$ cat src/rtl/io_pio_arbiter_if.sv
// Write-port bundle between the two requesters and the PIO bank.
// master: requester/bank side; slave: the arbiter.
interface io_pio_arbiter_if;
    logic        req0;
    logic [7:0]  addr0;
    logic [31:0] data0;
    logic        ack0;
    logic        req1;
    logic [7:0]  addr1;
    logic [31:0] data1;
    logic        ack1;
    logic [7:0]  pio_addr;
    logic [31:0] pio_data;
    logic        pio_we;
    logic        busy;

    modport master (
        output req0, addr0, data0, req1, addr1, data1,
        input  ack0, ack1, pio_addr, pio_data, pio_we, busy
    );

    modport slave (
        input  req0, addr0, data0, req1, addr1, data1,
        output ack0, ack1, pio_addr, pio_data, pio_we, busy
    );
endinterface

$ cat src/rtl/io_pio_arbiter.sv
// Two-port write arbiter in front of a PIO output register bank, one holding slot per port.
// Define IO_PIO_ARB_PRIO_EN for fixed port-0 priority; default is round-robin.
module io_pio_arbiter (
    input  logic              clk,
    input  logic              reset,
    io_pio_arbiter_if.slave   bus
);

    logic        full0_q, full0_d, full1_q, full1_d;
    logic        ack0_q, ack0_d, ack1_q, ack1_d;
    logic [7:0]  addr0_q, addr0_d, addr1_q, addr1_d;
    logic [31:0] data0_q, data0_d, data1_q, data1_d;
    logic [7:0]  pio_addr_q, pio_addr_d;
    logic [31:0] pio_data_q, pio_data_d;
    logic        pio_we_q, pio_we_d;
    logic        busy_q, busy_d;
`ifndef IO_PIO_ARB_PRIO_EN
    logic        last_q, last_d;
`endif

    logic        acc0, acc1, elig0, elig1, gnt0, gnt1;
    logic [7:0]  src_addr0, src_addr1;
    logic [31:0] src_data0, src_data1;

    always_comb begin
        acc0  = bus.req0 && !full0_q && !ack0_q;
        acc1  = bus.req1 && !full1_q && !ack1_q;
        // A request accepted this edge competes immediately, giving the E+1 write latency.
        elig0 = full0_q || acc0;
        elig1 = full1_q || acc1;

        src_addr0 = full0_q ? addr0_q : bus.addr0;
        src_data0 = full0_q ? data0_q : bus.data0;
        src_addr1 = full1_q ? addr1_q : bus.addr1;
        src_data1 = full1_q ? data1_q : bus.data1;

`ifdef IO_PIO_ARB_PRIO_EN
        gnt0 = elig0;
        gnt1 = elig1 && !elig0;
`else
        if (elig0 && elig1) begin
            gnt0 = last_q;
            gnt1 = !last_q;
        end else begin
            gnt0 = elig0;
            gnt1 = elig1;
        end
        last_d = last_q;
        if (gnt0) begin
            last_d = 1'b0;
        end else if (gnt1) begin
            last_d = 1'b1;
        end
`endif

        ack0_d  = acc0;
        ack1_d  = acc1;
        addr0_d = acc0 ? bus.addr0 : addr0_q;
        data0_d = acc0 ? bus.data0 : data0_q;
        addr1_d = acc1 ? bus.addr1 : addr1_q;
        data1_d = acc1 ? bus.data1 : data1_q;

        // A granted accept bypasses the slot, so it never becomes full.
        full0_d = (full0_q || acc0) && !gnt0;
        full1_d = (full1_q || acc1) && !gnt1;

        pio_we_d   = gnt0 || gnt1;
        pio_addr_d = pio_addr_q;
        pio_data_d = pio_data_q;
        if (gnt0) begin
            pio_addr_d = src_addr0;
            pio_data_d = src_data0;
        end else if (gnt1) begin
            pio_addr_d = src_addr1;
            pio_data_d = src_data1;
        end

        busy_d = full0_d || full1_d || pio_we_d;
    end

    always_ff @(posedge clk) begin
        if (reset) begin
            full0_q    <= 1'b0;
            full1_q    <= 1'b0;
            ack0_q     <= 1'b0;
            ack1_q     <= 1'b0;
            addr0_q    <= 8'h00;
            addr1_q    <= 8'h00;
            data0_q    <= 32'h0;
            data1_q    <= 32'h0;
            pio_addr_q <= 8'h00;
            pio_data_q <= 32'h0;
            pio_we_q   <= 1'b0;
            busy_q     <= 1'b0;
        end else begin
            full0_q    <= full0_d;
            full1_q    <= full1_d;
            ack0_q     <= ack0_d;
            ack1_q     <= ack1_d;
            addr0_q    <= addr0_d;
            addr1_q    <= addr1_d;
            data0_q    <= data0_d;
            data1_q    <= data1_d;
            pio_addr_q <= pio_addr_d;
            pio_data_q <= pio_data_d;
            pio_we_q   <= pio_we_d;
            busy_q     <= busy_d;
        end
    end

`ifndef IO_PIO_ARB_PRIO_EN
    always_ff @(posedge clk) begin
        if (reset) begin
            last_q <= 1'b1;
        end else begin
            last_q <= last_d;
        end
    end
`endif

    assign bus.ack0     = ack0_q;
    assign bus.ack1     = ack1_q;
    assign bus.pio_addr = pio_addr_q;
    assign bus.pio_data = pio_data_q;
    assign bus.pio_we   = pio_we_q;
    assign bus.busy     = busy_q;

endmodule

$ cat src/flat_wrapper.sv
// flat-port wrapper written by rule: the top's interface ports become plain ports
module io_pio_arbiter_flat 
  (clk, reset, bus_req0, bus_addr0, bus_data0, bus_req1, bus_addr1, bus_data1, bus_ack0, bus_ack1, bus_pio_addr, bus_pio_data, bus_pio_we, bus_busy);
  io_pio_arbiter_if bus_i ();
  input  logic clk;
  input  logic reset;
  input wire logic [$bits(bus_i.req0)-1:0] bus_req0;
  input wire logic [$bits(bus_i.addr0)-1:0] bus_addr0;
  input wire logic [$bits(bus_i.data0)-1:0] bus_data0;
  input wire logic [$bits(bus_i.req1)-1:0] bus_req1;
  input wire logic [$bits(bus_i.addr1)-1:0] bus_addr1;
  input wire logic [$bits(bus_i.data1)-1:0] bus_data1;
  output wire logic [$bits(bus_i.ack0)-1:0] bus_ack0;
  output wire logic [$bits(bus_i.ack1)-1:0] bus_ack1;
  output wire logic [$bits(bus_i.pio_addr)-1:0] bus_pio_addr;
  output wire logic [$bits(bus_i.pio_data)-1:0] bus_pio_data;
  output wire logic [$bits(bus_i.pio_we)-1:0] bus_pio_we;
  output wire logic [$bits(bus_i.busy)-1:0] bus_busy;
  assign bus_i.req0 = bus_req0;
  assign bus_i.addr0 = bus_addr0;
  assign bus_i.data0 = bus_data0;
  assign bus_i.req1 = bus_req1;
  assign bus_i.addr1 = bus_addr1;
  assign bus_i.data1 = bus_data1;
  assign bus_ack0 = bus_i.ack0;
  assign bus_ack1 = bus_i.ack1;
  assign bus_pio_addr = bus_i.pio_addr;
  assign bus_pio_data = bus_i.pio_data;
  assign bus_pio_we = bus_i.pio_we;
  assign bus_busy = bus_i.busy;
  io_pio_arbiter u_core (.clk(clk), .reset(reset), .bus(bus_i));
endmodule
$ cat config.mk
export PLATFORM = sky130hd
export DESIGN_NAME = io_pio_arbiter_flat
export DESIGN_NICKNAME = d
export VERILOG_FILES = /design/src/rtl/io_pio_arbiter_if.sv /design/src/rtl/io_pio_arbiter.sv /design/src/flat_wrapper.sv
export SDC_FILE = /design/constraint.sdc
export NUM_CORES = 1
export LEC_CHECK = 0
export ABC_CLOCK_PERIOD_IN_PS = 3100
export CAP_MARGIN = 5
export CORE_ASPECT_RATIO = 1.1
export CORE_UTILIZATION = 33
export CTS_CLUSTER_DIAMETER = 50
export DETAILED_ROUTE_END_ITERATION = 10
export SETUP_SLACK_MARGIN = 0.1
export SLEW_MARGIN = 20
export SYNTH_ARGS = -nofsm -noshare
export SYNTH_HDL_FRONTEND = slang
export SYNTH_SLANG_ARGS = --single-unit
$ cat constraint.sdc
create_clock -name clk -period 3.1 [get_ports clk]
set_input_delay 0.62 -clock clk [delete_from_list [all_inputs] [get_ports clk]]
set_output_delay 0.62 -clock clk [all_outputs]
set_load 0.03 [all_outputs]
## Yosys cells after proc, flatten, opt, wreduce, memory -nomap -nowiden

Cells that the tools add are included.

- Input port bits: 84
- Output and inout bits: 44
- Bits in registers: 127

- Muxes and demuxes: 12
- Reduce and logical (&&, ||, !) cells: 20

Operators with widths:

| kind | count |
|---|---|
| 32-bit 2-to-1 mux | 4 |
| 8-bit 2-to-1 mux | 4 |
| 1-bit logical AND | 7 |
| 1-bit zero test | 7 |
| 1-bit logical OR | 5 |
| 1-bit 2-to-1 mux | 4 |
| 2-bit nonzero test | 1 |

## Logic depth before layout (Yosys ltp)

Gate-level depths: netlist of the first run.

- Depth in word-level cells: 10
- Mapped depth: 7
- Depth with buffers taken out: 4

## Least setup slack after synthesis of the first run

Ideal clock, no wire load.

- Kind: input -> register
- From: input reset
- To: register u_core.pio_addr_q[0], in the netlist u_core.bus.pio_addr[0]
- Buffers on the path: 3
- Data required time: 2.978 ns
- Setup time: 0.122 ns
- Stages: 6
- Arrival: 1.593 ns
- Setup slack: 1.385 ns
- Cells stage by stage: buf_2 a21o_1 buf_4 clkbuf_1 nor3_1 a221o_1

RTL lines:

| what | RTL line | text |
|---|---|---|
| start, declared | flat_wrapper.sv:6 | `input logic reset;` |
| end signal, assigned | io_pio_arbiter.sv:104 | `pio_addr_q <= pio_addr_d;` |
| end, declared | io_pio_arbiter.sv:13 | `logic [7:0] pio_addr_q, pio_addr_d;` |

## Worst setup path in the final report of the first run

- From: register u_core.ack1_q, in the netlist u_core.bus.ack1
- To: output bus_ack1

RTL lines:

| what | RTL line | text |
|---|---|---|
| start, declared | io_pio_arbiter.sv:10 | `logic ack0_q, ack0_d, ack1_q, ack1_d;` |
| start signal, assigned | io_pio_arbiter.sv:99 | `ack1_q <= ack1_d;` |
| end, declared | flat_wrapper.sv:14 | `output wire logic [$bits(bus_i.ack1)-1:0] bus_ack1;` |

No word-level cell between the ends.

==> results of run 1 <==
flip-flops by register name (all words and copies together) (netlist names), 8 cells and up:
register / flops
u_core.bus.pio_addr: 8
u_core.addr1_q: 8
u_core.data1_q: 32
u_core.data0_q: 32
u_core.bus.pio_data: 32
u_core.addr0_q: 8
cell type report:
type | instances | area (um2) | share of cell area [%]
Multi-Input combinational cell | 420 | 2630 | 34.9
Sequential cell | 127 | 2550 | 33.7
Timing Repair Buffer | 143 | 1400 | 18.5
Clock buffer | 19 | 453 | 6.00
Clock inverter | 13 | 256 | 3.40
Tap cell | 200 | 250 | 3.31
Inverter | 3 | 12.5 | 0.166
layer usage:
| layer | global-route usage [%] | share of wire [%] | up-vias |
|---|---|---|---|
| met3 | 5.36 | 5.3 | 16 |
| met5 | 0 | 0 | - |
| met1 | 21.4 | 44 | 2246 |
| met4 | 6.43 | 1.3 | 0 |
| li1 | - | - | 2344 |
| met2 | 31.1 | 49 | 135 |
metrics by stage:
step           setup WS, ns  utilization, %  instance area (um2)  power [uW]
3_5_place_dp          0.547            43.0                 6850        2650
5_1_grt               0.865            47.5                 7550        5170
6_report              0.988            47.5                 7550        4990
4_1_cts               0.974            47.5                 7550        5030
2_1_floorplan          1.39               -                 5430        2300
3_3_place_gp          0.615            43.0                 6850        2630
worst paths after layout:
| check | start | endpoint | slack [ns] | depth (start not counted) |
|---|---|---|---|---|
| max | u_core.bus.ack1$_SDFF_PP0_ | bus_ack1 | 0.99 | 1 |
| min | u_core.data0_q[23]$_SDFFE_PP0P_ | u_core.data0_q[23]$_SDFFE_PP0P_ | 0.45 | 2 |
| max reg2reg | u_core.full1_q$_SDFF_PP0_ | u_core.bus.pio_addr[3]$_SDFFE_PP0P_ | 1.11 | 4 |
| min reg2reg | u_core.data0_q[23]$_SDFFE_PP0P_ | u_core.data0_q[23]$_SDFFE_PP0P_ | 0.45 | 2 |
report_power, final:
group	leakage, uW	switching [uW]	internal [uW]
clock network	0.000336	742	1630
registers	0.00105	77.7	1760
logic	0.00136	413	358
cells by family (layout without fill, tap and decap cells):
kind of cell    Yosys count  count (layout)  synth area share, %
compound gates          126             126                 15.5
simple gates            214             214                 16.7
mux                      80              80                 15.7
flops                   127             127                 46.8
buf+inv                  58             178                 5.39
cells in the final DEF, fill, tap and decap left out, types with 2 or more instances in the layout:
| cell type | n |
|---|---|
| nand2_1 | 160 |
| nor3_1 | 42 |
| a221o_1 | 40 |
| inv_2 | 2 |
| a21oi_1 | 81 |
| bufinv_16 | 7 |
| buf_4 | 16 |
| mux2_2 | 40 |
| nand2b_2 | 2 |
| clkdlybuf4s50_1 | 126 |
| clkinvlp_4 | 3 |
| a31oi_1 | 2 |
| clkbuf_16 | 17 |
| dfxtp_1 | 125 |
| mux2i_1 | 40 |
| nor2_1 | 2 |
| nor2_4 | 2 |
| clkbuf_8 | 2 |
==> flow_summary.toml, run 1 <==
[clocking]
clk_pin_slew_ns = 0.06
clk_path_buf_depth = 2
cts_tree = "done"
hold_buffers = 0
ctsResizeCount = 0
htreeDepth = 4
numCtsBuffers = 17
cts.sinks = 127
insertion_delay_ns = 0.43
post_cts_buffers = 0
cts_root_buf = "clkbuf_16"

[power_and_ir_drop]
ir_worst_vdd_v = 0.000419
power_density_nw_per_um2 = 660
leakagePower_uw = 0.00275

[synth]
synth_warnings = 0
ys.flop_type = "dfxtp_1"
ys_seq_area_share_pct = 46.8
avgSynthCellArea_um2 = 8.98
synthTopCellsByArea = "dfxtp_1, nand2_1, mux2_2, a21oi_1, a221o_1"
synthMostInstantiatedCell = "nand2_1"
yosysTopAreaCellShare_pct = 46.8
syn-instance-count = 605
synth_common_cells = "nand2_1, dfxtp_1, a21oi_1"
ys_types = 25
ys_ff_latch = 127
synth_area_um2 = 5430
yosys.area.top_type = "dfxtp_1"
synth_edf_count = 0
syn-num-nets = 689
synthArstFlopShare_pct = 0

[floorplanning]
ios = 128
design.core.area_um2 = 15900
num_rows = 48
die-area_um2 = 17000
die_w_um = 124
initial_utilization_pct = 34.1
die_y_um = 137

[placement]
place_hpwl_um = 10100
port_buffers = 127
place_congestion = 0.749
placed_cells = 893

[setup_path]
cp.required_ns = 2.48
cp_slowest_cell = "clkdlybuf4s50_1"
slowest_delay_ns = 0.69
worstSetupEndpointType = "primary output"
worst-path-buf-inv = 1
arrival_ns = 1.49
path_cells = "clkdlybuf4s50_1"
worstSetupStartpointType = "flop"
critical_path_class = "reg -> out"
path_max_fanout = 3
crit_family = "buffers and inverters"

[sta]
fin_skew_ns = 0.0192
fin_setup_tns_ns = 0
rsz0062_at_grt = "false"
whs_ns = 0.451
report.final.slew_viol_count = 0
fin_crit_ns = 2.11
relSlewSlack_pct = 41.4
max_freq_mhz = 473
finalHoldViolations = 0
worstMarginPinSlew_ns = 0.878
setup_viol = 0
finalCritPeriodShare_pct = 68.1

[global_route]
antenna_found_initial = 0
gr-total-overflow = 0
grt_max_degree = 43
grt_pass1_vias = 4622
grt_usage_pct = 18.1
grt_pass1_wl_um = 23800

[routing]
routed_wl_um = 15100
drt_first_iter_violations = 197
drtPass1Iterations = 6
postRouteAntennaNets = 0
vias_per_cell = 5.13
dr_total_vias = 4741
drc = 0
avgRoutedWirePerCell_um = 16.3

[hold_path]
hold_class = "reg -> reg"

[cells_and_area]
drive_gt1_share_pct = 14.3
stdcell_count = 925
diodes = 0
fin_nets = 796
fill_cells = 1460
syn_to_final_growth_pct = 39.1

[status]
status = "completed"

[flow_run]
drv_cap = 0
(Power assumes the default switching activity.)
==> run 2: changes to the inputs <==
--- a/config.mk
+++ b/config.mk
@@ -5,7 +5,7 @@
 export SDC_FILE = /design/constraint.sdc
 export NUM_CORES = 1
 export LEC_CHECK = 0
-export ABC_CLOCK_PERIOD_IN_PS = 3100
+export ABC_CLOCK_PERIOD_IN_PS = 1800
 export CAP_MARGIN = 5
 export CORE_ASPECT_RATIO = 1.1
 export CORE_UTILIZATION = 33
==> constraint.sdc (replaced) <==
create_clock -name clk -period 1.8 [get_ports clk]
set_input_delay 0.36 -clock clk [delete_from_list [all_inputs] [get_ports clk]]
set_output_delay 0.36 -clock clk [all_outputs]
set_load 0.03 [all_outputs]
==> flow_summary.toml, run 2 (synthesized netlist as in run 1, its figures left out) <==
[power_and_ir_drop]
leakagePower_uw = 0.00297
power_density_nw_per_um2 = 1020
ir_worst_vdd_v = 0.000631

[setup_path]
slowest_delay_ns = 0.48
worstSetupEndpointType = "flop"
critical_path_class = "reg -> reg"
arrival_ns = 1.89
cp.required_ns = 2.09
worst-path-buf-inv = 2
worstSetupStartpointType = "flop"
startpoint = "u_core.full1_q$_SDFF_PP0_"
path_cells = "clkinv_2 > a21oi_2 > nor3_4 > buf_4 > a221o_1"
path_max_fanout = 14
cp_slowest_cell = "dfxtp_4"
r2r_start = "u_core.full1_q$_SDFF_PP0_"
crit_family = "compound AO/OA/AOI/OAI gates"

[cells_and_area]
fin_nets = 814
final_common_cell = "nand2_1"
diodes = 0
final_cell_mix = "nand2_1, dfxtp_1, clkdlybuf4s50_1, a21oi_1, dlygate4sd2_1"
stdcell_area_um2 = 7610
syn_to_final_growth_pct = 40.1
fill_cells = 1502
drive_gt1_share_pct = 15.9

[clocking]
post_cts_buffers = 0
cts_tree = "done"
cts_root_buf = "clkbuf_16"
hold_buffers = 0
insertion_delay_ns = 0.41
cts.sinks = 127
htreeDepth = 4
clk_pin_slew_ns = 0.05
ctsResizeCount = 44
numCtsBuffers = 17
clk_path_buf_depth = 2

[routing]
top_layer = "met4"
wl_met1_um = 6930
vias_per_cell = 5.10
avgRoutedWirePerCell_um = 17.0
dr_total_vias = 4802
drtPass1Iterations = 4
wl_met3_um = 788
drc = 0
postRouteAntennaNets = 0
drt_first_iter_violations = 228
routed_wl_um = 16000
dr_wl_met2_um = 7920

[floorplanning]
num_rows = 48
die_w_um = 124
die_y_um = 137
design.core.area_um2 = 15900
ios = 128
initial_utilization_pct = 34.1
die-area_um2 = 17000

[hold_path]
min_from = "reset"
hold_class = "in -> reg"

[sta]
rsz0062_at_grt = "false"
setup_viol = 0
fin_crit_ns = 1.60
fin_skew_ns = 0.00739
relSlewSlack_pct = 65.0
report.final.slew_viol_count = 0
finalHoldViolations = 0
max_freq_mhz = 626
finalCritPeriodShare_pct = 88.8
worstMarginPinSlew_ns = 0.525
whs_ns = 0.206

[placement]
postPlaceCellArea_um2 = 7110
place_congestion = 0.769
port_buffers = 127
place_hpwl_um = 10800

[status]
status = "completed"

[global_route]
gr-total-overflow = 0
antenna_found_initial = 0
grt_max_degree = 48
grt_pass1_vias = 4928
grt_pass1_wl_um = 25200
grt_usage_pct = 19.3

[flow_run]
drv_cap = 0
## run 2: worst register-to-register path, delay by kind of cell (launching register included)
family	cells	cell delay, ns
buffers and inverters	2	0.36
AO/OA/AOI/OAI	2	0.57
flip-flops	1	0.48
AND/OR/NAND/NOR	1	0.07
## run 2: path summary, 6_finish.rpt
check	slack (ns)	end	depth (start not counted)
min reg2reg	0.45	u_core.data0_q[20]$_SDFFE_PP0P_	2
min	0.21	u_core.bus.busy$_SDFF_PP0_	2
max reg2reg	0.20	u_core.bus.pio_data[30]$_SDFFE_PP0P_	5
max	0.20	u_core.bus.pio_data[30]$_SDFFE_PP0P_	5
## run 2: layer usage
| metal | GRT usage, % | vias up |
|---|---|---|
| met5 | 0 | - |
| met4 | 7.16 | 0 |
| met3 | 5.28 | 27 |
| met2 | 34.0 | 140 |
| met1 | 22.3 | 2255 |
| li1 | - | 2380 |
## run 2: report_power, final
part / leakage, uW / switching (uW) / total, uW / internal [uW]
Combinational: 0.00165 / 740 / 1360 / 621
Sequential: 0.00105 / 133 / 3170 / 3030
Clock: 0.000273 / 1180 / 3210 / 2030
Total: 0.00297 / 2060 / 7740 / 5680
## run 2: cell type report
type	count	area (um2)	area share, %
flip-flops and latches	127	2550	33.5
multi-input cells	420	2640	34.7
well taps	200	250	3.29
clock buffers	25	495	6.51
repair buffers	161	1610	21.1
inverters	3	12.5	0.164
clock inverters	6	57.6	0.757
## run 2: per-stage QoR
stage | cells | setup TNS, ns | utilization [%] | worst slack, ns | total power [uW]
after floorplan | 605 | 0 | - | 0.137 | 3960
after detailed placement | 911 | -6.95 | 44.6 | -0.207 | 4660
final | 942 | 0 | 47.8 | 0.202 | 7740
after global placement | 911 | -5.01 | 44.6 | -0.144 | 4630
after CTS | 942 | 0 | 47.8 | 0.148 | 7810
after global routing | 942 | 0 | 47.8 | 0.137 | 8070
==> run 3: changes to the inputs <==
--- a/config.mk
+++ b/config.mk
@@ -11,6 +11,8 @@
 export CORE_UTILIZATION = 33
 export CTS_CLUSTER_DIAMETER = 50
 export DETAILED_ROUTE_END_ITERATION = 10
+export GPL_ROUTABILITY_DRIVEN = 0
+export RECOVER_POWER = 100
 export SETUP_SLACK_MARGIN = 0.1
 export SLEW_MARGIN = 20
 export SYNTH_ARGS = -nofsm -noshare
==> flow_summary.toml, run 3 (synthesized netlist as in run 1, its figures left out) <==
[clocking]
clk_path_buf_depth = 2
htreeDepth = 4
cts_tree = "done"
clk_pin_slew_ns = 0.05
cts_root_buf = "clkbuf_16"
numCtsBuffers = 17
post_cts_buffers = 0
insertion_delay_ns = 0.41
cts.sinks = 127

[sta]
worstMarginPinSlew_ns = 0.532
max_freq_mhz = 614
fin_setup_tns_ns = 0
finalCritPeriodShare_pct = 90.5
fin_skew_ns = 0.00765
finalHoldViolations = 0
rsz0062_at_grt = "false"
report.final.slew_viol_count = 0
setup_viol = 0
fin_crit_ns = 1.63
finalWorstSetupSlack_ns = 0.170
relSlewSlack_pct = 64.5

[floorplanning]
design.core.area_um2 = 15900
initial_utilization_pct = 34.1
ios = 128
die_w_um = 124
num_rows = 48
die_y_um = 137
die-area_um2 = 17000

[setup_path]
r2r_slack_ns = 0.17
critical_path_class = "reg -> reg"
slowest_delay_ns = 0.48
arrival_ns = 1.93
path_cells = "clkbuf_4 > mux2i_1 > nor3_1 > a221o_1"
path_max_fanout = 17
worstSetupStartpointType = "flop"
cp.required_ns = 2.10
ff2ff_path_depth = 4
cp_slowest_cell = "dfxtp_4"
r2r_start = "u_core.full1_q$_SDFF_PP0_"
reg2reg_to = "u_core.bus.pio_data[20]$_SDFFE_PP0P_"
worstSetupEndpointType = "flop"

[global_route]
grt_pass1_wl_um = 25200
grt_usage_pct = 19.3
grt_max_degree = 48
grt_pass1_vias = 4928
gr-total-overflow = 0
antenna_found_initial = 0

[cells_and_area]
diodes = 0
fin_util_pct = 47.5
multi_input_area_um2 = 2630
final-seq-area_um2 = 2550
final_cell_mix = "nand2_1, dfxtp_1, clkdlybuf4s50_1, a21oi_1, dlygate4sd2_1"
fin_nets = 814
fill_cells = 1507
final_common_cell = "nand2_1"
drive_gt1_share_pct = 15.4
syn_to_final_growth_pct = 39.3

[routing]
vias_per_cell = 5.13
drc = 0
avgRoutedWirePerCell_um = 17.1
drtPass1Iterations = 5
drt_first_iter_violations = 229
routed_wl_um = 16100
dr_total_vias = 4832
postRouteAntennaNets = 0

[hold_path]
hold_class = "in -> reg"
hold_depth = 2
holdPathEnd = "u_core.bus.busy$_SDFF_PP0_"
min_from = "reset"

[status]
status = "completed"

[placement]
dp_slack_ns = -0.207
port_buffers = 127
place_hpwl_um = 10800

[power_and_ir_drop]
leakagePower_uw = 0.00295
power_density_nw_per_um2 = 1020
finalPower_uw = 7730
ir_worst_vdd_v = 0.000632

[flow_run]
drv_cap = 0
==> run 3: cell type report <==
type                            instances  share of cell area (%)
Multi-Input combinational cell        420                    34.7
Clock inverter                          6                   0.761
Tap cell                              200                    3.31
Inverter                                3                   0.165
Timing Repair Buffer                  161                    20.8
Clock buffer                           25                    6.55
Sequential cell                       127                    33.7
==> run 3: what timing repair did <==
| action | in CTS | in global routing |
|---|---|---|
| resized for setup | 44 | 1 |
| cloned | 0 | 0 |
| endpoints found under the setup margin | 44 | 2 |
| hold buffers | 0 | 0 |
==> run 3: per-stage QoR <==
stage	std cells	hold slack (ns)	instance area [um2]
finish	942	0.207	7560
global route	942	0.204	7560
CTS	942	0.182	7600
detailed placement	911	0.446	7110
global placement	911	0.438	7110
floorplan	605	0.433	5430
==> run 3: worst max-delay path by stage <==
stage	from	end	slack, ns	cells past startpoint
floorplan	u_core.bus.ack1$_SDFF_PP0_	u_core.bus.pio_addr[0]$_SDFFE_PP0P_	0.14	6
global placement	bus_req0	u_core.bus.pio_data[17]$_SDFFE_PP0P_	-0.14	7
detailed placement	bus_req0	u_core.bus.pio_data[23]$_SDFFE_PP0P_	-0.21	7
CTS	u_core.full1_q$_SDFF_PP0_	u_core.bus.pio_data[23]$_SDFFE_PP0P_	0.15	5
global route	u_core.full1_q$_SDFF_PP0_	u_core.bus.pio_data[20]$_SDFFE_PP0P_	0.08	4
finish	u_core.full1_q$_SDFF_PP0_	u_core.bus.pio_data[20]$_SDFFE_PP0P_	0.17	4
==> run 3: power by group <==
part,internal [uW],switching [uW]
registers,3030,133
clock network,2030,1180
logic,607,740
==> run 3: layer usage <==
layer	track usage, %	vias up	share of wire [%]
met2	34.0	144	49
met5	0	-	0
met4	7.16	0	2.4
met3	5.28	31	4.3
li1	-	2383	-
met1	22.3	2274	44
==> run 3: worst max-delay path, delay by kind of cell, from the launching register on <==
family                 cells  cell delay, ns
DFF                        1            0.48
and+or+nand+nor            1            0.06
AOI/OAI and AO/OA          1            0.25
muxes                      1            0.29
buffers and inverters      1            0.42
